$ cat config.mk
export PLATFORM = sky130hd
export DESIGN_NAME = cp0_regs
export DESIGN_NICKNAME = d
export VERILOG_FILES = /design/src/rtl/cp0_regs.sv
export SDC_FILE = /design/constraint.sdc
export NUM_CORES = 1
export LEC_CHECK = 0
export ABC_AREA = 1
export BUFFER_PORTS_ARGS = -buffer_cell sky130_fd_sc_hd__clkbuf_2
export CELL_PAD_IN_SITES_DETAIL_PLACEMENT = 1
export CELL_PAD_IN_SITES_GLOBAL_PLACEMENT = 1
export CORE_AREA = 2 2 143 285
export CTS_BUF_LIST = sky130_fd_sc_hd__clkbuf_4 sky130_fd_sc_hd__clkbuf_8
export CTS_CLUSTER_DIAMETER = 150
export DETAILED_ROUTE_END_ITERATION = 10
export DIE_AREA = 0 0 145 287
export PLACE_DENSITY = 0.59
export RECOVER_POWER = 25
export SYNTH_ARGS = -nofsm -noshare
export SYNTH_HDL_FRONTEND = slang
export SYNTH_SLANG_ARGS = --single-unit
$ cat constraint.sdc
create_clock -name clk -period 1.95 [get_ports clk]
set_input_delay 0.39 -clock clk [delete_from_list [all_inputs] [get_ports clk]]
set_output_delay 0.39 -clock clk [all_outputs]
set_load 0.1 [all_outputs]
$ cat src/rtl/cp0_regs.sv
// CP0 register file: BadVAddr, Count, Compare, Status, Cause, EPC.
// Handles exception/ERET bookkeeping and the fetch redirect request.
module cp0_regs #(
  parameter logic [31:0] EXC_VECTOR = 32'hBFC0_0380
) (
  input  logic        clk,
  input  logic        rst,
  input  logic [5:0]  Ext_Int_i,
  input  logic [4:0]  CP0_RdAddr_i,
  output logic [31:0] CP0_RdData_o,
  input  logic        CP0_WrEn_i,
  input  logic [4:0]  CP0_WrAddr_i,
  input  logic [31:0] CP0_WrData_i,
  input  logic        Exc_Valid_i,
  input  logic [4:0]  Exc_Code_i,
  input  logic        Exc_Eret_i,
  input  logic        Exc_IsDelaySlot_i,
  input  logic [31:0] Exc_PC_i,
  input  logic [31:0] Exc_BadVAddr_i,
  output logic [31:0] Status_o,
  output logic [31:0] Cause_o,
  output logic [31:0] EPC_o,
  output logic        Timer_Int_o,
  output logic        Redirect_o,
  output logic [31:0] Redirect_PC_o
);

  logic [31:0] r_badvaddr;
  logic [31:0] r_count;
  logic [31:0] r_compare;
  logic [31:0] r_epc;
  logic        r_toggle;
  logic        r_ti;
  logic [7:0]  r_im;
  logic        r_exl;
  logic        r_ie;
  logic        r_bd;
  logic [5:0]  r_ext;
  logic [1:0]  r_ip_sw;
  logic [4:0]  r_exccode;

  logic        w_flush;
  logic        w_wr;
  logic        w_wr_count;
  logic        w_wr_compare;
  logic [31:0] w_status;
  logic [31:0] w_cause;

  // An MTC0 colliding with an exception/ERET is from the flushed window.
  assign w_flush      = Exc_Valid_i | Exc_Eret_i;
  assign w_wr         = CP0_WrEn_i & ~w_flush;
  assign w_wr_count   = w_wr & (CP0_WrAddr_i == 5'd9);
  assign w_wr_compare = w_wr & (CP0_WrAddr_i == 5'd11);

  assign w_status = {9'b0, 1'b1, 6'b0, r_im, 6'b0, r_exl, r_ie};
  assign w_cause  = {r_bd, r_ti, 14'b0, r_ext[5] | r_ti, r_ext[4:0],
                     r_ip_sw, 1'b0, r_exccode, 2'b0};

  assign Status_o    = w_status;
  assign Cause_o     = w_cause;
  assign EPC_o       = r_epc;
  assign Timer_Int_o = r_ti;
  assign Redirect_o  = w_flush;

  // Redirect target: vector on exception, pre-update EPC on ERET.
  always_comb begin
    Redirect_PC_o = 32'h0;
    if (Exc_Valid_i)
      Redirect_PC_o = EXC_VECTOR;
    else if (Exc_Eret_i)
      Redirect_PC_o = r_epc;
  end

  // MFC0 read mux; unimplemented addresses read zero.
  always_comb begin
    CP0_RdData_o = 32'h0;
    case (CP0_RdAddr_i)
      5'd8:    CP0_RdData_o = r_badvaddr;
      5'd9:    CP0_RdData_o = r_count;
      5'd11:   CP0_RdData_o = r_compare;
      5'd12:   CP0_RdData_o = w_status;
      5'd13:   CP0_RdData_o = w_cause;
      5'd14:   CP0_RdData_o = r_epc;
      default: CP0_RdData_o = 32'h0;
    endcase
  end

  // Count runs at half clock rate; a software load restarts the phase.
  always_ff @(posedge clk or negedge rst) begin
    if (!rst) begin
      r_count  <= 32'h0;
      r_toggle <= 1'b0;
    end else if (w_wr_count) begin
      r_count  <= CP0_WrData_i;
      r_toggle <= 1'b0;
    end else begin
      r_toggle <= ~r_toggle;
      if (r_toggle)
        r_count <= r_count + 32'd1;
    end
  end

  // Compare register and sticky timer interrupt.
  always_ff @(posedge clk or negedge rst) begin
    if (!rst) begin
      r_compare <= 32'h0;
      r_ti      <= 1'b0;
    end else begin
      if (w_wr_compare) begin
        r_compare <= CP0_WrData_i;
        r_ti      <= 1'b0;
      end else if (r_count == r_compare) begin
        r_ti      <= 1'b1;
      end
    end
  end

  // Interrupt lines are sampled into Cause every cycle.
  always_ff @(posedge clk or negedge rst) begin
    if (!rst)
      r_ext <= 6'h0;
    else
      r_ext <= Ext_Int_i;
  end

  // Exception entry, ERET and MTC0 to Status/Cause/EPC.
  always_ff @(posedge clk or negedge rst) begin
    if (!rst) begin
      r_im       <= 8'h0;
      r_exl      <= 1'b0;
      r_ie       <= 1'b0;
      r_bd       <= 1'b0;
      r_ip_sw    <= 2'b0;
      r_exccode  <= 5'h0;
      r_epc      <= 32'h0;
      r_badvaddr <= 32'h0;
    end else if (Exc_Valid_i) begin
      r_exl     <= 1'b1;
      r_exccode <= Exc_Code_i;
      if (!r_exl) begin
        r_epc <= Exc_IsDelaySlot_i ? Exc_PC_i - 32'd4 : Exc_PC_i;
        r_bd  <= Exc_IsDelaySlot_i;
      end
      if (Exc_Code_i == 5'd4 || Exc_Code_i == 5'd5)
        r_badvaddr <= Exc_BadVAddr_i;
    end else if (Exc_Eret_i) begin
      r_exl <= 1'b0;
    end else if (w_wr) begin
      case (CP0_WrAddr_i)
        5'd12: begin
          r_im  <= CP0_WrData_i[15:8];
          r_exl <= CP0_WrData_i[1];
          r_ie  <= CP0_WrData_i[0];
        end
        5'd13:   r_ip_sw <= CP0_WrData_i[9:8];
        5'd14:   r_epc   <= CP0_WrData_i;
        default: ;
      endcase
    end
  end

endmodule

* After elaboration in Yosys (flattened, before gate mapping) *
Index checks and enable logic that the tools add are counted.

storage, ports and cells
  input bits = 123
  output and inout port bits = 162
  bits in registers = 154
  logic and storage cells = 72

operators by class
  bitwise gates (word level) = 10
  equality and inequality tests = 16
  reductions and logical operators = 13
  multiplexer cells = 18
  add/subtract/negate cells = 2

operator list
  kind                     count
  $mux W32                 10
  $pmux W32 S6             1
  $eq A5 B4 Y1 const B     11
  $add A32 B1 Y32 const B  1
  $eq A32 B32 Y1           1
  $sub A32 B3 Y32 const B  1
  $reduce_and A4 Y1        3
  $eq A5 B3 Y1 const B     2
  $reduce_bool A2 Y1       4
  $mux W1                  7
  $reduce_and A2 Y1        3
  $reduce_bool A3 Y1       2
  $not A1 Y1               5
  $ne A2 B2 Y1 const B     2
  $and A1 B1 Y1            3
  $or A1 B1 Y1             2
  $logic_or A1 B1 Y1       1

* Longest topological paths before layout *
  word-level depth = 6
  depth in mapped cells = 14
  gate-level depth less buffers = 14

* Worst setup path after synthesis *
OpenSTA, ideal clock, no wires.

  path type = reg2out
  start = register r_epc[9], in the netlist EPC_o[9]
  end = output Redirect_PC_o[9]
  required time = 1.560 ns
  path buffers = 0
  path slack = -1.649 ns
  stages on the path, launching flop included = 3
  arrival time = 3.209 ns
  path through = dfrtp_1 > inv_1 > o21ai_0

between the ends
  longest elaborated chain between the ends = 2

RTL lines
  element                   line  RTL
  start: declaration        31    logic [31:0] r_epc;
  start signal: assignment  141   r_epc <= Exc_IsDelaySlot_i ? Exc_PC_i - 32'd4 : Exc_PC_i;
  start signal: assignment  156   5'd14: r_epc <= CP0_WrData_i;
  $mux W32                  70    else if (Exc_Eret_i)
  $mux W32                  68    if (Exc_Valid_i)
  end: declaration          25    output logic [31:0] Redirect_PC_o

Every way passes these cells.

* Worst setup path in the final report *
  start = register r_ti, in the netlist Timer_Int_o
  end = output CP0_RdData_o[15]

between the ends
  longest elaborated chain between the ends = 2

RTL lines
  element                   line  RTL
  start: declaration        33    logic r_ti;
  start signal: assignment  107   r_ti <= 1'b0;
  start signal: assignment  111   r_ti <= 1'b0;
  start signal: assignment  113   r_ti <= 1'b1;
  $or A1 B1 Y1              56    assign w_cause = {r_bd, r_ti, 14'b0, r_ext[5] | r_ti, r_ext[4:0],
  $pmux W32 S6              77    case (CP0_RdAddr_i)
  end: declaration          10    output logic [31:0] CP0_RdData_o,

Every way passes these cells.

==> metrics.txt <==
result of the run finished with violations; violations in the final reports setup timing; post-placement setup slack -0.483 ns; CTS Root Buffer Type sky130_fd_sc_hd__clkbuf_8; Cell Chain, Critical Path or2_4 > nand2_1 > o21ai_1 > a21oi_1 > buf_4 > o211ai_1 > buf_12; min-delay worst type input pin to flip-flop; Pwr Density slightly above 900 nW/um2; number of buffers on the longest clock path 2; wire length on met3 1700 um; wire length reported by the detailed router approximately 50000 um; crit path time final 2.31 ns; number of levels the H-tree was split into 4; Critical Path Fanout Max 2; length of routed wiring on met1 roughly 18000 um; cell total after placement 2089; achievable clock frequency around 430 MHz; CP arrival 1.92 ns; net switching power of the design ~0.0069 W; clock edge transition at the registers on the reported setup and hold paths 0.10 ns; max-slew violation count 0; number of vias per cell 4.80; Power Internal 0.00716 W; total global routing track utilization 23.3%; final clock skew 0.0132 ns; data required time of the critical path 1.56 ns; starting utilization of the core area around 25%; Die X-Extent 145 um; core area 39300 um2; leakage power total 6.95 nW; die height 287 um; final cell area excluding filler cells about 15000 um2; Num CTS Buffers 17; most frequent cells in the layout 297 x sky130_fd_sc_hd__nand2_1, 170 x sky130_fd_sc_hd__clkbuf_2, 123 x sky130_fd_sc_hd__dfrtp_1, 122 x sky130_fd_sc_hd__inv_1, 84 x sky130_fd_sc_hd__nor2_1; measured slew at the worst slew-check pin between 1 and 1.5 ns; startpoint types flip-flop; area post-placement 13400 um2; WHS around 0.10 ns; Hold Vio Cnt, Final 0; share of synthesized area occupied by flip-flops and latches roughly two fifths; number of antenna violations at the first check in global routing 3; cell count after synthesis 1291; violation count after the first detailed-routing iteration 558; largest net degree at the start of global routing 48; share of cells above drive strength 1 38.7%; top_reg_cell synth sky130_fd_sc_hd__dfrtp_1; total congestion overflow after global routing 0; relative area change from synthesis to final layout 54.3%; syn avg cell area 7.56 um2; Finish-stage setup viols 33; final instance count without filler cells 2173; routed length on met2 27300 um; clock tree from TritonCTS built; setup slack of the critical path after layout -0.363 ns; sequential share of power 33.0%; gp weighted congestion 0.901; total of buffers placed on input and output ports approximately 250; Synthesis Warnings 0; switching power as a share of total power 48.9%; Slew HR about 2.7%; fin crit share 119%; highest routing layer actually used met4; via count of the first global-routing pass around 11000; critical-path cell with the highest stage delay sky130_fd_sc_hd__dfrtp_2; wire length of the first global-routing pass about 70000 um; combinational share of power 46.1%; flip-flop and latch count after synthesis 154; Die Footprint 41600 um2; Final HPWL DP 39000 um; post-synth cell types 40; most frequent standard cell in the layout excluding fill and tap cells sky130_fd_sc_hd__nand2_1; highest cell delay on the worst timing path 0.41 ns; category of the critical setup timing path flip-flop to output pin; Total Negative Setup Slacks -8.38 ns; final-layout fill cell count approximately 4600; max_cap viols 0; fraction of power consumed by the clock network 20.9%; area of the mapped netlist slightly below 10000 um2; number of primary I/O pins 285; RSZ-0062 raised after global routing true; final routed DRC violation total 0; Post-layout nets approximately 1800; iteration count of the initial detailed-routing pass 5; category of the worst setup path capture point output pin; Async S/R FF share, synth 100%; number of enable-type register cells in the synthesized netlist 0; total via count after detailed routing 10400; average detailed-routed wire length per instance 23.1 um; clock network latency to the later pin of the worst-skew pair 0.50 ns; clock net sink count 154; maximum vdd drop 632 uV; ANT nets after route 0; cell row count 103
[Yosys cell counts (5+ instances only)]
library cell / instances / share of area [%]
sky130_fd_sc_hd__nand2_1: 319 / 12
sky130_fd_sc_hd__dfrtp_1: 154 / 39
sky130_fd_sc_hd__inv_1: 143 / 5.5
sky130_fd_sc_hd__nor2_1: 111 / 4.3
sky130_fd_sc_hd__o21ai_0: 79 / 4.1
sky130_fd_sc_hd__nand3_1: 55 / 2.8
sky130_fd_sc_hd__buf_4: 51 / 3.9
sky130_fd_sc_hd__xor2_1: 40 / 3.6
sky130_fd_sc_hd__a21oi_1: 39 / 2.0
sky130_fd_sc_hd__mux2_2: 33 / 3.8
sky130_fd_sc_hd__a22oi_1: 31 / 2.4
sky130_fd_sc_hd__o211ai_1: 28 / 2.2
sky130_fd_sc_hd__clkbuf_1: 24 / 0.92
sky130_fd_sc_hd__o22ai_1: 21 / 1.3
sky130_fd_sc_hd__xnor2_1: 18 / 1.6
sky130_fd_sc_hd__buf_2: 16 / 0.82
sky130_fd_sc_hd__or2_2: 16 / 1.0
sky130_fd_sc_hd__nand4_1: 15 / 0.96
sky130_fd_sc_hd__nor3_1: 14 / 0.72
sky130_fd_sc_hd__o221ai_1: 11 / 0.99
sky130_fd_sc_hd__o21ai_1: 9 / 0.46
sky130_fd_sc_hd__nor2_2: 7 / 0.45
sky130_fd_sc_hd__a21o_1: 6 / 0.46
sky130_fd_sc_hd__inv_2: 6 / 0.23
sky130_fd_sc_hd__a221oi_1: 5 / 0.45
sky130_fd_sc_hd__nand2_2: 5 / 0.32
[final timing paths]
check / from / to / slack (ns) / cells past startpoint
hold reg to reg: r_badvaddr[31] / r_badvaddr[31] / 0.51 / 1
hold / removal: Exc_Code_i[0] / r_exccode[0] / 0.1 / 3
setup / recovery: Timer_Int_o / CP0_RdData_o[15] / -0.36 / 7
setup reg to reg: r_count[1] / r_count[24] / 0.05 / 10
min in group asynchronous: rst / r_count[9] / 0.80 / 2
max in group asynchronous: rst / r_compare[4] / 0.14 / 3
[flip-flops by register name (all words and copies together), names as in the netlist]
name / flops
Timer_Int_o: 1
r_exl: 1
r_count: 32
r_ip_sw: 2
EPC_o: 32
r_exccode: 5
r_ext: 6
r_toggle: 1
r_im: 8
r_compare: 32
r_ie: 1
r_bd: 1
r_badvaddr: 32
[worst max-delay path: cells and delay by family, from the launching register on]
| family | cells | cell delay, ns |
|---|---|---|
| flip-flops | 1 | 0.41 |
| AO/OA/AOI/OAI | 3 | 0.36 |
| buffers and inverters | 2 | 0.34 |
| AND/OR/NAND/NOR | 2 | 0.31 |
[cell type report]
class | count | area (um2) | share of cell area (%)
Antenna cell | 3 | 7.51 | 0.0499
Clock buffer | 20 | 256 | 1.70
Clock inverter | 12 | 198 | 1.31
Inverter | 153 | 632 | 4.20
Multi-Input combinational cell | 924 | 5640 | 37.4
Sequential cell | 154 | 3890 | 25.8
Tap cell | 525 | 657 | 4.36
Timing Repair Buffer | 382 | 3780 | 25.1
[power groups by stage]
stage / registers [W] / logic, W / clock network [W]
2_1_floorplan: 0.00582 / 0.00302 / 0
3_3_place_gp: 0.00460 / 0.00610 / 0
3_5_place_dp: 0.00461 / 0.00618 / 0
4_1_cts: 0.00460 / 0.00635 / 0.00298
5_1_grt: 0.00469 / 0.00679 / 0.00309
6_report: 0.00462 / 0.00647 / 0.00293
[cell families (layout without fill, tap and decap cells)]
family | Yosys count | in the layout | share of synthesized area [%]
xor gates and xnor gates | 58 | 58 | 5.21
adders and majority gates | 2 | 2 | 0.256
AOI/OAI and AO/OA | 236 | 236 | 14.9
and+or+nand+nor | 556 | 556 | 24.4
muxes | 33 | 33 | 3.81
DFF | 154 | 154 | 39.5
other | 2 | 42 | 0.0770
buffers and inverters | 250 | 567 | 11.9
[through the flow]
step,power (W),utilization [%]
after global placement,0.0107,34.2
final,0.0140,38.3
after floorplan,0.00884,-
after global routing,0.0146,38.3
after CTS,0.0139,37.0
after detailed placement,0.0108,34.2
[repair_timing]
action                                  in CTS  in global routing
gates cloned                                 4                  4
endpoints found under the setup margin      34                 38
setup buffers                               18                 23
resized for setup                           93                 92
hold buffers                                 7                  0
pin swaps                                   20                 42
endpoints found under the hold margin       47                  0
[per-layer routing]
metal | vias to the layer above | track usage [%]
met2 | 331 | 44.4
met3 | 114 | 2.86
met4 | 0 | 14.0
li1 | 4811 | -
met1 | 5173 | 24.3
met5 | - | 0
Note: power is estimated with default switching activity, not from simulation.
